`src/rtl/aes_text_out_unloader.sv`:
```
// Captures the 128-bit cipher result on done and streams it out as WORD_W-bit words,
// most-significant word first, over a valid/ready handshake.
module aes_text_out_unloader #(
  parameter int unsigned WORD_W = 32
) (
  input  logic              clk,
  input  logic              rst,
  input  logic              done,
  input  logic [127:0]      text_out,
  output logic              m_valid,
  output logic [WORD_W-1:0] m_data,
  output logic              m_last,
  input  logic              m_ready,
  output logic              busy,
  output logic              overrun,
  input  logic              clr_ovr
);

  localparam int unsigned NWORDS  = 128 / WORD_W;
  localparam int unsigned IdxW    = (NWORDS > 1) ? $clog2(NWORDS) : 1;
  localparam logic [IdxW-1:0] LastIdx = IdxW'(NWORDS - 1);

  typedef enum logic {StIdle, StSend} state_e;

  state_e          state_q, state_d;
  logic [127:0]    buf_q, buf_d;
  logic [IdxW-1:0] idx_q, idx_d;
  logic            ovr_q, ovr_d;

  logic            hs;
  logic            at_last;
  logic            ovr_set;
  logic [7:0]      shamt;
  logic [127:0]    shifted;

  // Outputs depend only on registered state; m_ready never reaches them combinationally.
  always_comb begin
    m_valid = (state_q == StSend);
    busy    = m_valid;
    at_last = (idx_q == LastIdx);
    shamt   = 8'(idx_q) * 8'(WORD_W);
    shifted = buf_q << shamt;
    m_data  = m_valid ? shifted[127 -: WORD_W] : '0;
    m_last  = m_valid && at_last;
    overrun = ovr_q;
  end

  always_comb begin
    state_d = state_q;
    buf_d   = buf_q;
    idx_d   = idx_q;
    ovr_set = 1'b0;
    hs      = m_valid && m_ready;
    unique case (state_q)
      StIdle: begin
        if (done) begin
          buf_d   = text_out;
          idx_d   = '0;
          state_d = StSend;
        end
      end
      StSend: begin
        if (hs && !at_last) begin
          idx_d = idx_q + 1'b1;
        end else if (hs && at_last) begin
          if (done) begin
            buf_d = text_out;
            idx_d = '0;
          end else begin
            state_d = StIdle;
          end
        end
        // Only the final-word handshake can absorb a new block.
        if (done && !(hs && at_last)) begin
          ovr_set = 1'b1;
        end
      end
      default: state_d = StIdle;
    endcase
    ovr_d = ovr_set ? 1'b1 : (clr_ovr ? 1'b0 : ovr_q);
  end

  always_ff @(posedge clk) begin
    if (rst) begin
      state_q <= StIdle;
      buf_q   <= '0;
      idx_q   <= '0;
      ovr_q   <= 1'b0;
    end else begin
      state_q <= state_d;
      buf_q   <= buf_d;
      idx_q   <= idx_d;
      ovr_q   <= ovr_d;
    end
  end

endmodule
```
`config.mk`:
```
export PLATFORM = sky130hd
export DESIGN_NAME = aes_text_out_unloader
export DESIGN_NICKNAME = d
export VERILOG_FILES = /design/src/rtl/aes_text_out_unloader.sv
export SDC_FILE = /design/constraint.sdc
export NUM_CORES = 1
export LEC_CHECK = 0
export CAP_MARGIN = 20
export CORE_MARGIN = 2
export CORE_UTILIZATION = 40
export CTS_BUF_LIST = sky130_fd_sc_hd__clkbuf_4
export DETAILED_ROUTE_END_ITERATION = 12
export HOLD_SLACK_MARGIN = 0.06
export PLACE_DENSITY = 0.67
export SYNTH_ARGS = -nofsm -noshare
export SYNTH_HDL_FRONTEND = slang
export SYNTH_SLANG_ARGS = --single-unit
```
`constraint.sdc`:
```
create_clock -name clk -period 1.5 [get_ports clk]
set_clock_uncertainty 0.1 [all_clocks]
set_input_delay 0.3 -clock clk [delete_from_list [all_inputs] [get_ports clk]]
set_output_delay 0.3 -clock clk [all_outputs]
set_load 0.02 [all_outputs]
```
Yosys cells after proc, flatten, opt, wreduce, memory -nomap -nowiden
Cells that the tools add are included.

storage, ports and cells
  flip-flop bits (word level) = 132
  bits of input ports = 133
  output and inout port bits = 36
  word-level logic and storage cells = 37

cells by class
  add/sub/neg operators = 1
  eq/ne operators = 4
  shift-type cells = 1
  muxes and demuxes = 17
  bitwise operators = 1
  reduce and logical (&&, ||, !) cells = 9

operators by type and width
  operator                                                          number
  128-bit two-way mux                                               3
  128-bit case mux with 2 select lines                              1
  128-bit by 7-bit left shift with 128-bit output                   1
  32-bit two-way mux                                                1
  1-bit two-way mux                                                 7
  2-bit two-way mux                                                 3
  1-bit logical AND                                                 5
  2-bit case mux with 2 select lines                                1
  3-bit by 1-bit != test with 1-bit output (second input constant)  1
  2-bit by 1-bit adder with 2-bit output (second input constant)    1
  2-bit equality test (second input constant)                       1
  1-bit zero test                                                   2
  2-bit by 1-bit != test with 1-bit output (second input constant)  1
  2-bit != test (second input constant)                             1
  1-bit case mux with 2 select lines                                1
  2-bit AND reduction                                               1
  2-bit nonzero test                                                1
  1-bit inverter                                                    1

Longest topological paths before layout
Gate-level depths: netlist of run 1.

  depth in word-level cells = 7
  mapped depth = 6
  gate-level depth less buffers = 4

Worst setup path before layout of run 1
OpenSTA, ideal clock, no wires.

  path type = register -> output
  from = reg idx_q[0]
  to = out m_data[0]
  arrival time = 1.348 ns
  data required time = 1.100 ns
  setup slack = -0.248 ns
  cell stages (with the launch flop) = 5
  path buffers = 2
  cell sequence = dfxtp_1 buf_6 buf_8 mux4_2 and2_1

on the way
  cells in the longest elaborated chain, start to end = 2

ends and longest elaborated chain
  what                                             RTL line  source
  start: declaration                               27        logic [IdxW-1:0] idx_q, idx_d;
  start signal: assignment                         92        idx_q <= idx_d;
  128-bit by 7-bit left shift with 128-bit output  42        shifted = buf_q << shamt;
  32-bit two-way mux                               43        m_data = m_valid ? shifted[127 -: WORD_W] : '0;
  end: declaration                                 11        output logic [WORD_W-1:0] m_data,

No other way between the ends.

Worst setup path in the final report of run 1
  from = reg idx_q[1]
  to = out m_data[18]

Same word-level chain as after synthesis.

==> impl_metrics.json, run 1 <==
{
  "grt_usage_pct": 19.79,
  "viasPerCell": 4.781,
  "finalCritPeriodShare_pct": 158.4,
  "clk_path_buf_depth": 2,
  "slowest_stage": "mux4_2",
  "combPwrFrac_pct": 21.3,
  "drive_gt1_share_pct": 25.66,
  "p_leak_nw": 4.050,
  "htree_levels": 4,
  "p_clk_share_pct": 33.1,
  "critical_path.most_common_cell": "buf_6",
  "whs_ns": 0.2173,
  "nets": 999,
  "grt_overflow": 0,
  "power.switching_mw": 2.228,
  "ys.flop_type": "dfxtp_1",
  "hold_viol": 0,
  "total_power_mw": 8.440,
  "p_sw_share_pct": 26.40,
  "slew_headroom_pct": 79.72,
  "die_x_um": 137.6,
  "synth_edf_count": 0,
  "placed_cells": 1023,
  "dieArea_um2": 18920,
  "path_class": "flop to primary output",
  "die_h_um": 137.6,
  "syn_area_um2": 7136,
  "p_int_mw": 6.212,
  "p_per_area_nw_per_um2": 813.6,
  "drt-initial-drc-count": 226,
  "async_flop_share_pct": 0,
  "drv_slew": 0,
  "syn_inst": 658,
  "num_rows": 48,
  "fin_ws_ns": -0.8756,
  "clkTransAtPathRegs_ns": 0.13,
  "clk_latency_ns": 0.53,
  "synth_area_per_cell_um2": 10.84,
  "holdCritPathClass": "input pin to flop",
  "tns_ns": -123.80,
  "antenna_found_initial": 2,
  "period_minus_slack_ns": 2.376,
  "grt_max_degree": 86,
  "crit_path_max_incr_delay_ns": 0.49,
  "port_buffers": 168,
  "dp_hpwl_um": 11340,
  "peakVddDrop_mv": 0.6715,
  "grt_pass1_vias": 5586,
  "yosys_warnings": 0,
  "numCtsBuffers": 17,
  "pre_cts_ws_ns": -0.7350,
  "io_pins": 169,
  "tritoncts": "done",
  "rsz0062_at_grt": "yes",
  "coreArea_um2": 17360,
  "fmax_mhz": 421.0,
  "syn-num-nets": 793,
  "layout_commonest_cell": "nand2b_1",
  "cp_max_fo": 8,
  "max_cap_viol_count": 0,
  "vias": 5278,
  "start_kind": "flop",
  "violations": "negative setup slack",
  "seq_area_frac_synth_pct": 37.03,
  "area_delta_synth_final_pct": 45.38,
  "clock_sinks": 132,
  "cts-root-buf": "clkbuf_4",
  "synth-seq-cells": 132,
  "wl_per_cell_um": 16.78,
  "drc": 0,
  "required_ns": 1.10,
  "gp_congestion": 0.7711,
  "tightest_slew_ns": 0.3042,
  "crit_path_cell_trace": "buf_12 > buf_6 > mux4_2 > and2_4 > buf_6",
  "wirelength_um": 18520,
  "drtAntennaViolNets": 0,
  "initial_utilization_pct": 41.11,
  "synth_cell_types": 26,
  "seqPwrFrac_pct": 45.6,
  "cp.arrival_ns": 1.98,
  "final_cell_mix": "nand2b_1 (257), clkdlybuf4s50_1 (131), dfxtp_1 (128)",
  "setup_viol": 167,
  "grt_pass1_wl_um": 28590,
  "cp-end-kind": "primary output",
  "regToRegSetupSlack_ns": -0.82,
  "status": "finished, violations left",
  "drt-pass1-iter-count": 5,
  "stdcell_count": 1104
}
-- cell type report --
cell class | instances | area, um2
Antenna cell | 2 | 5.005
Clock buffer | 17 | 127.6
Clock inverter | 15 | 205.2
Fill cell | 1405 | 6983
Inverter | 1 | 3.754
Multi-Input combinational cell | 469 | 4126
Sequential cell | 132 | 2655
Tap cell | 225 | 281.5
Timing Repair Buffer | 243 | 2969
-- synthesized netlist by cell type (all sizes together), types with 2 or more instances --
library cell | n | area, um2
a21oi | 2 | 10.01
and2 | 33 | 206.5
buf | 27 | 399.1
clkbuf | 29 | 108.9
dfxtp | 132 | 2643
ha | 2 | 25.02
mux2i | 128 | 1281
mux4 | 32 | 739.5
nand2b | 258 | 1614
nand3b | 3 | 22.52
nor2 | 2 | 7.510
-- layer usage --
| metal | vias to the layer above | wire, um | GRT usage, % |
|---|---|---|---|
| li1 | 2616 | - | - |
| met3 | 12 | 879 | 5.040 |
| met4 | 0 | 223 | 5.441 |
| met5 | - | 0 | 0 |
| met2 | 118 | 9153 | 34.55 |
| met1 | 2532 | 8268 | 24.16 |
-- power groups by stage --
stage	Clock (mW)	Sequential (mW)	Combinational (mW)
6_report	2.79	3.85	1.80
2_1_floorplan	0	3.89	0.918
5_1_grt	3.02	3.88	1.92
4_1_cts	2.84	3.85	1.81
3_3_place_gp	0	3.91	1.45
3_5_place_dp	0	3.92	1.48
-- worst paths after layout --
check / endpoint / start / depth (start not counted)
worst max-delay path: m_data[18] / idx_q[1]$_SDFFE_PP0P_ / 5
worst min-delay path: buf_q[43]$_SDFFE_PP0P_ / text_out[43] / 3
worst max register to register: buf_q[98]$_SDFFE_PP0P_ / idx_q[1]$_SDFFE_PP0P_ / 12
worst min register to register: buf_q[100]$_SDFFE_PP0P_ / buf_q[100]$_SDFFE_PP0P_ / 2
-- logic make-up (layout without fill, tap and decap cells) --
logic type	count (synthesis)	in the layout	synth area share, %
and+or+nand+nor	301	301	26.44
muxes	160	160	28.32
DFF	132	132	37.03
buffers and inverters	57	276	7.171
AOI/OAI and AO/OA	6	6	0.6839
adders and majority gates	2	2	0.3506
other	0	2	0
-- critical path: cells and delay by family (launching register included) --
family | cells | cell delay (ns)
buf+inv | 3 | 0.37
flops | 1 | 0.43
mux | 1 | 0.49
simple gates | 1 | 0.15
-- through the flow --
step | cell area, um2 | util [%]
CTS | 10330 | 59.52
detailed placement | 9082 | 52.33
floorplan | 7227 | -
global placement | 9082 | 52.33
finish | 10370 | 59.77
global route | 10370 | 59.75
-- repair_timing --
| item | 4_1_cts | 5_1_grt |
|---|---|---|
| pin swaps | 32 | 6 |
| hold buffers | 1 | 0 |
| endpoints found under the setup margin | 168 | 168 |
| cloned | 16 | 2 |
| endpoints found under the hold margin | 2 | 0 |
| setup buffers | 28 | 16 |
| gates resized for setup | 263 | 46 |
-- flip-flops by register name, summed over array words and instances, names as in the netlist --
name / flops
overrun: 1
busy: 1
idx_q: 2
buf_q: 128
Power figures use the tool's default switching activity.
==> run 2, diff against run 1 <==
--- a/config.mk
+++ b/config.mk
@@ -10,6 +10,7 @@
 export CORE_UTILIZATION = 40
 export CTS_BUF_LIST = sky130_fd_sc_hd__clkbuf_4
 export DETAILED_ROUTE_END_ITERATION = 12
+export GPL_TIMING_DRIVEN = 0
 export HOLD_SLACK_MARGIN = 0.06
 export PLACE_DENSITY = 0.67
 export SYNTH_ARGS = -nofsm -noshare
==> constraint.sdc (replaced) <==
create_clock -name clk -period 2 [get_ports clk]
set_clock_uncertainty 0.1 [all_clocks]
set_input_delay 0.4 -clock clk [delete_from_list [all_inputs] [get_ports clk]]
set_output_delay 0.4 -clock clk [all_outputs]
set_load 0.02 [all_outputs]
==> impl_metrics.json, run 2 (synthesis gave the netlist of run 1 again) <==
{
  "grt_overflow": 0,
  "clk_latency_ns": 0.56,
  "layout_commonest_cell": "nand2b_1",
  "required_ns": 1.50,
  "crit_path_max_incr_delay_ns": 0.50,
  "p_per_area_nw_per_um2": 622.3,
  "critical-path-top-delay-family": "multiplexers",
  "drv_slew": 0,
  "regToRegSetupSlack_ns": 0.08,
  "final_core_util_pct": 56.42,
  "io_pins": 169,
  "cts.hold.buffers_added": 0,
  "fin_ws_ns": -0.5955,
  "gp_congestion": 0.7790,
  "holdCritPathClass": "input pin to flop",
  "cp_num_cells": 6,
  "coreArea_um2": 17360,
  "drt-pass1-iter-count": 5,
  "multi_input_area_um2": 4058,
  "drc": 0,
  "clk_path_buf_depth": 2,
  "wl_per_cell_um": 18.68,
  "layout_top_registers": "buf_q: 128 flops, idx_q: 2 flops",
  "wirelength_um": 20520,
  "placed_cell_area_um2": 9089,
  "grt_pass1_wl_um": 31240,
  "slew_headroom_pct": 60.36,
  "path_class": "flop to primary output",
  "antenna_found_initial": 1,
  "grt_usage_pct": 22.30,
  "clock_sinks": 132,
  "tritoncts": "done",
  "largest_reg_flops": 128,
  "grt_max_degree": 17,
  "setup_viol": 33,
  "max_cap_viol_count": 0,
  "drive_gt1_share_pct": 20.62,
  "cts-root-buf": "clkbuf_4",
  "status": "finished, violations left",
  "port_buffers": 167,
  "dieArea_um2": 18920,
  "regArea_um2": 2654,
  "hold_viol": 0,
  "drtAntennaViolNets": 0,
  "fill_cells": 1498,
  "stdcell_area_um2": 9792,
  "top_register": "buf_q",
  "rsz0062_at_grt": "yes",
  "clkTransAtPathRegs_ns": 0.12,
  "min_from": "text_out[1]",
  "slowest_stage": "mux4_2",
  "viasPerCell": 4.908,
  "htree_levels": 4,
  "area_delta_synth_final_pct": 37.23,
  "vias": 5394,
  "cp_max_fo": 6,
  "hold_depth": 3,
  "crit_path_cell_trace": "buf_12 > buf_12 > buf_12 > mux4_2 > and2_4 > buf_6",
  "finalCritPeriodShare_pct": 129.8,
  "drt-initial-drc-count": 238,
  "die_h_um": 137.6,
  "p_leak_nw": 3.807,
  "numCtsBuffers": 17,
  "period_minus_slack_ns": 2.595,
  "num_rows": 48,
  "tightest_slew_ns": 0.5946,
  "violations": "negative setup slack",
  "crit_buf_inv": 4,
  "critical_path.most_common_cell": "buf_12",
  "cp-end-kind": "primary output",
  "timing.rr.end": "buf_q[69]$_SDFFE_PP0P_",
  "worst_r2r_path_depth": 9,
  "hold_path_end": "buf_q[1]$_SDFFE_PP0P_",
  "final_cell_mix": "nand2b_1 (258), clkdlybuf4s50_1 (131), dfxtp_1 (129)",
  "peakVddDrop_mv": 0.3297,
  "regToRegStartpoint": "idx_q[1]$_SDFFE_PP0P_",
  "fmax_mhz": 385.3,
  "dp_hpwl_um": 14660,
  "initial_utilization_pct": 41.11,
  "nets": 995,
  "grt_pass1_vias": 5740,
  "start_kind": "flop",
  "cp.arrival_ns": 2.10,
  "die_x_um": 137.6
}
[run 2: layer usage]
layer  track usage [%]  vias to the layer above  wire length [um]
met5                 0                        -                 0
met4             7.331                        0               255
met3             3.716                       16               972
met2             37.67                      165             10130
met1             29.01                     2616              9164
li1                  -                     2597                 -
[run 2: tightest hold or removal path: stages]
cell and delay (ns):
clkdlybuf4s50_1 0.40, nand2b_1 0.07, mux2i_1 0.06
[run 2: worst max path at each step]
stage                                from          to  slack (ns)
finish              idx_q[1]$_SDFFE_PP0P_  m_data[12]       -0.60
global placement          busy$_SDFF_PP0_  m_data[14]       -0.47
CTS                 idx_q[1]$_SDFFE_PP0P_  m_data[12]       -0.64
detailed placement        busy$_SDFF_PP0_   m_data[0]       -0.49
floorplan           idx_q[0]$_SDFFE_PP0P_   m_data[0]        0.15
global route        idx_q[1]$_SDFFE_PP0P_  m_data[12]       -0.69
[run 2: through the flow]
step / setup WS, ns / instances / hold WS (ns) / power (mW) / setup TNS (ns)
after CTS: -0.6382 / 1093 / 0.2671 / 6.126 / -18.03
final: -0.5955 / 1099 / 0.2988 / 6.093 / -17.28
after detailed placement: -0.4886 / 1050 / 0.3575 / 4.100 / -24.00
after floorplan: 0.1522 / 658 / 0.3439 / 3.578 / 0
after global placement: -0.4727 / 1050 / 0.3540 / 4.068 / -15.94
after global routing: -0.6868 / 1099 / 0.2736 / 6.345 / -20.08
[run 2: final cells by class]
cell class                 count  area share [%]
clock buffer                  19           1.457
tap                          225           2.875
clock inverter                13           1.674
timing repair buffer         183           19.74
sequential                   132           27.10
multi-input combinational    469           41.44
inverter                       1         0.03833
antenna                        1         0.02556
buffer                        56           5.648
[run 2: power breakdown]
part	switching (mW)	internal, mW	total [mW]
Sequential	0.0949	2.79	2.89
Clock	1.00	0.997	2.00
Combinational	0.483	0.721	1.20
Total	1.58	4.51	6.09
[run 2: what timing repair did]
item                       4_1_cts  5_1_grt
setup endpoints to repair       36       33
gates resized for setup        258        5
buffers inserted                 9        5
cloned                           2        1
pin swaps                        2        0
==> run 3, diff against run 2 <==
--- a/config.mk
+++ b/config.mk
@@ -7,12 +7,12 @@
 export LEC_CHECK = 0
 export CAP_MARGIN = 20
 export CORE_MARGIN = 2
-export CORE_UTILIZATION = 40
+export CORE_UTILIZATION = 47
 export CTS_BUF_LIST = sky130_fd_sc_hd__clkbuf_4
 export DETAILED_ROUTE_END_ITERATION = 12
 export GPL_TIMING_DRIVEN = 0
 export HOLD_SLACK_MARGIN = 0.06
-export PLACE_DENSITY = 0.67
+export PLACE_DENSITY = 0.77
 export SYNTH_ARGS = -nofsm -noshare
 export SYNTH_HDL_FRONTEND = slang
 export SYNTH_SLANG_ARGS = --single-unit
==> impl_metrics.json, run 3 (synthesis gave the netlist of run 1 again) <==
{
  "start_kind": "flop",
  "grt_pass1_wl_um": 29920,
  "p_leak_nw": 3.762,
  "num_antenna_cells": 0,
  "drt-pass1-iter-count": 5,
  "cts-root-buf": "clkbuf_4",
  "drtAntennaViolNets": 0,
  "htree_levels": 4,
  "drt-initial-drc-count": 248,
  "final_cell_mix": "nand2b_1 (258), clkdlybuf4s50_1 (131), dfxtp_1 (129)",
  "finalCritPeriodShare_pct": 127.5,
  "setup_viol": 33,
  "wirelength_um": 19230,
  "tightest_slew_ns": 0.6166,
  "largest_reg_flops": 128,
  "gp_congestion": 0.8131,
  "period_minus_slack_ns": 2.551,
  "vias": 5493,
  "tritoncts": "done",
  "critical_path.most_common_cell": "buf_12",
  "top_register": "buf_q",
  "fmax_mhz": 392.0,
  "nets": 997,
  "crit_path_cell_trace": "buf_12 > buf_12 > buf_12 > buf_6 > mux4_2 > and2_4 > buf_6",
  "clock_sinks": 132,
  "whs_ns": 0.2964,
  "clkTransAtPathRegs_ns": 0.12,
  "die_x_um": 127.2,
  "layout_top_registers": "buf_q: 128 flops, idx_q: 2 flops",
  "dp_hpwl_um": 13730,
  "holdCritPathClass": "input pin to flop",
  "cp-end-kind": "primary output",
  "clk_latency_ns": 0.57,
  "slew_headroom_pct": 58.90,
  "numCtsBuffers": 17,
  "fin_ws_ns": -0.5508,
  "dieArea_um2": 16180,
  "drv_slew": 0,
  "pre_cts_ws_ns": -0.4735,
  "placed_cells": 1013,
  "cp_max_fo": 8,
  "viasPerCell": 5.177,
  "clk_path_buf_depth": 2,
  "antenna_found_initial": 0,
  "cp.arrival_ns": 2.05,
  "hold_depth": 3,
  "area_delta_synth_final_pct": 34.96,
  "coreArea_um2": 15030,
  "fill_cells": 1207,
  "grt_usage_pct": 24.27,
  "p_per_area_nw_per_um2": 586.2,
  "port_buffers": 167,
  "crit_path_max_incr_delay_ns": 0.37,
  "worst_r2r_path_depth": 8,
  "slowest_stage": "dfxtp_4",
  "drc": 0,
  "max_cap_viol_count": 0,
  "grt_max_degree": 17,
  "die_h_um": 127.2,
  "rsz0062_at_grt": "yes",
  "initial_utilization_pct": 47.47,
  "grt_pass1_vias": 5831,
  "io_pins": 169,
  "drive_gt1_share_pct": 19.82,
  "stdcell_count": 1061,
  "required_ns": 1.50,
  "violations": "negative setup slack",
  "path_class": "flop to primary output",
  "hold_viol": 0,
  "status": "finished, violations left",
  "grt_overflow": 0,
  "layout_commonest_cell": "nand2b_1",
  "peakVddDrop_mv": 0.3264,
  "wl_per_cell_um": 18.12,
  "num_rows": 45
}
-- run 3: changes by cell type in the layout (fill, tap and decap cells not counted), moves of 2 or more --
cell | before | now
buf_6 | 35 | 39
bufinv_16 | 4 | 1
clkinv_1 | 1 | 6
buf_12 | 22 | 20
clkinv_2 | 8 | 3
-- run 3: area by class of cell --
| class | instances | area [um2] | area share, % |
|---|---|---|---|
| flip-flops and latches | 132 | 2651 | 27.53 |
| plain buffers | 56 | 540.5 | 5.613 |
| well taps | 188 | 235.2 | 2.443 |
| clock buffers | 20 | 150.1 | 1.559 |
| inverters | 1 | 3.754 | 0.03898 |
| clock inverters | 10 | 67.56 | 0.7016 |
| repair buffers | 185 | 1923 | 19.97 |
| multi-input cells | 469 | 4059 | 42.15 |
-- run 3: critical path: cells and delay by family (launching register included) --
family / cells / cell delay (ns)
multiplexers: 1 / 0.28
flip-flops: 1 / 0.37
buffers and inverters: 5 / 0.64
AND/OR/NAND/NOR: 1 / 0.17
-- run 3: repair_timing --
| item | CTS | global route |
|---|---|---|
| pin swaps | 5 | 0 |
| buffers inserted | 15 | 3 |
| endpoints found under the setup margin | 36 | 33 |
| hold buffers | 0 | 0 |
| cloned | 3 | 0 |
| gates resized for setup | 247 | 11 |
-- run 3: routing by layer --
layer	vias up	GRT usage, %	part of all wire (%)
li1	2603	-	-
met1	2662	29.83	43
met2	196	42.63	50
met3	32	4.899	5.8
met4	0	8.209	1.9
met5	-	0	0
-- run 3: final timing paths --
| path | start | endpoint | slack [ns] |
|---|---|---|---|
| min reg2reg | buf_q[91]$_SDFFE_PP0P_ | buf_q[91]$_SDFFE_PP0P_ | 0.38 |
| max | idx_q[1]$_SDFFE_PP0P_ | m_data[2] | -0.55 |
| min | text_out[21] | buf_q[21]$_SDFFE_PP0P_ | 0.30 |
| max reg2reg | idx_q[1]$_SDFFE_PP0P_ | buf_q[85]$_SDFFE_PP0P_ | 0.13 |
-- run 3: through the flow --
| stage | TNS (ns) | utilization (%) | total power [mW] | instance area, um2 |
|---|---|---|---|---|
| detailed placement | -19.33 | 60.15 | 4.089 | 9042 |
| floorplan | 0 | - | 3.578 | 7136 |
| CTS | -17.47 | 64.17 | 5.649 | 9647 |
| global route | -18.59 | 64.06 | 5.872 | 9630 |
| global placement | -14.05 | 60.15 | 4.054 | 9042 |
| finish | -16.41 | 64.06 | 5.645 | 9630 |
-- run 3: where the power goes --
part | switching [mW] | internal [mW] | total (mW)
combinational | 0.481 | 0.726 | 1.21
sequential | 0.0915 | 2.79 | 2.89
clock | 0.941 | 0.612 | 1.55
total | 1.51 | 4.13 | 5.65
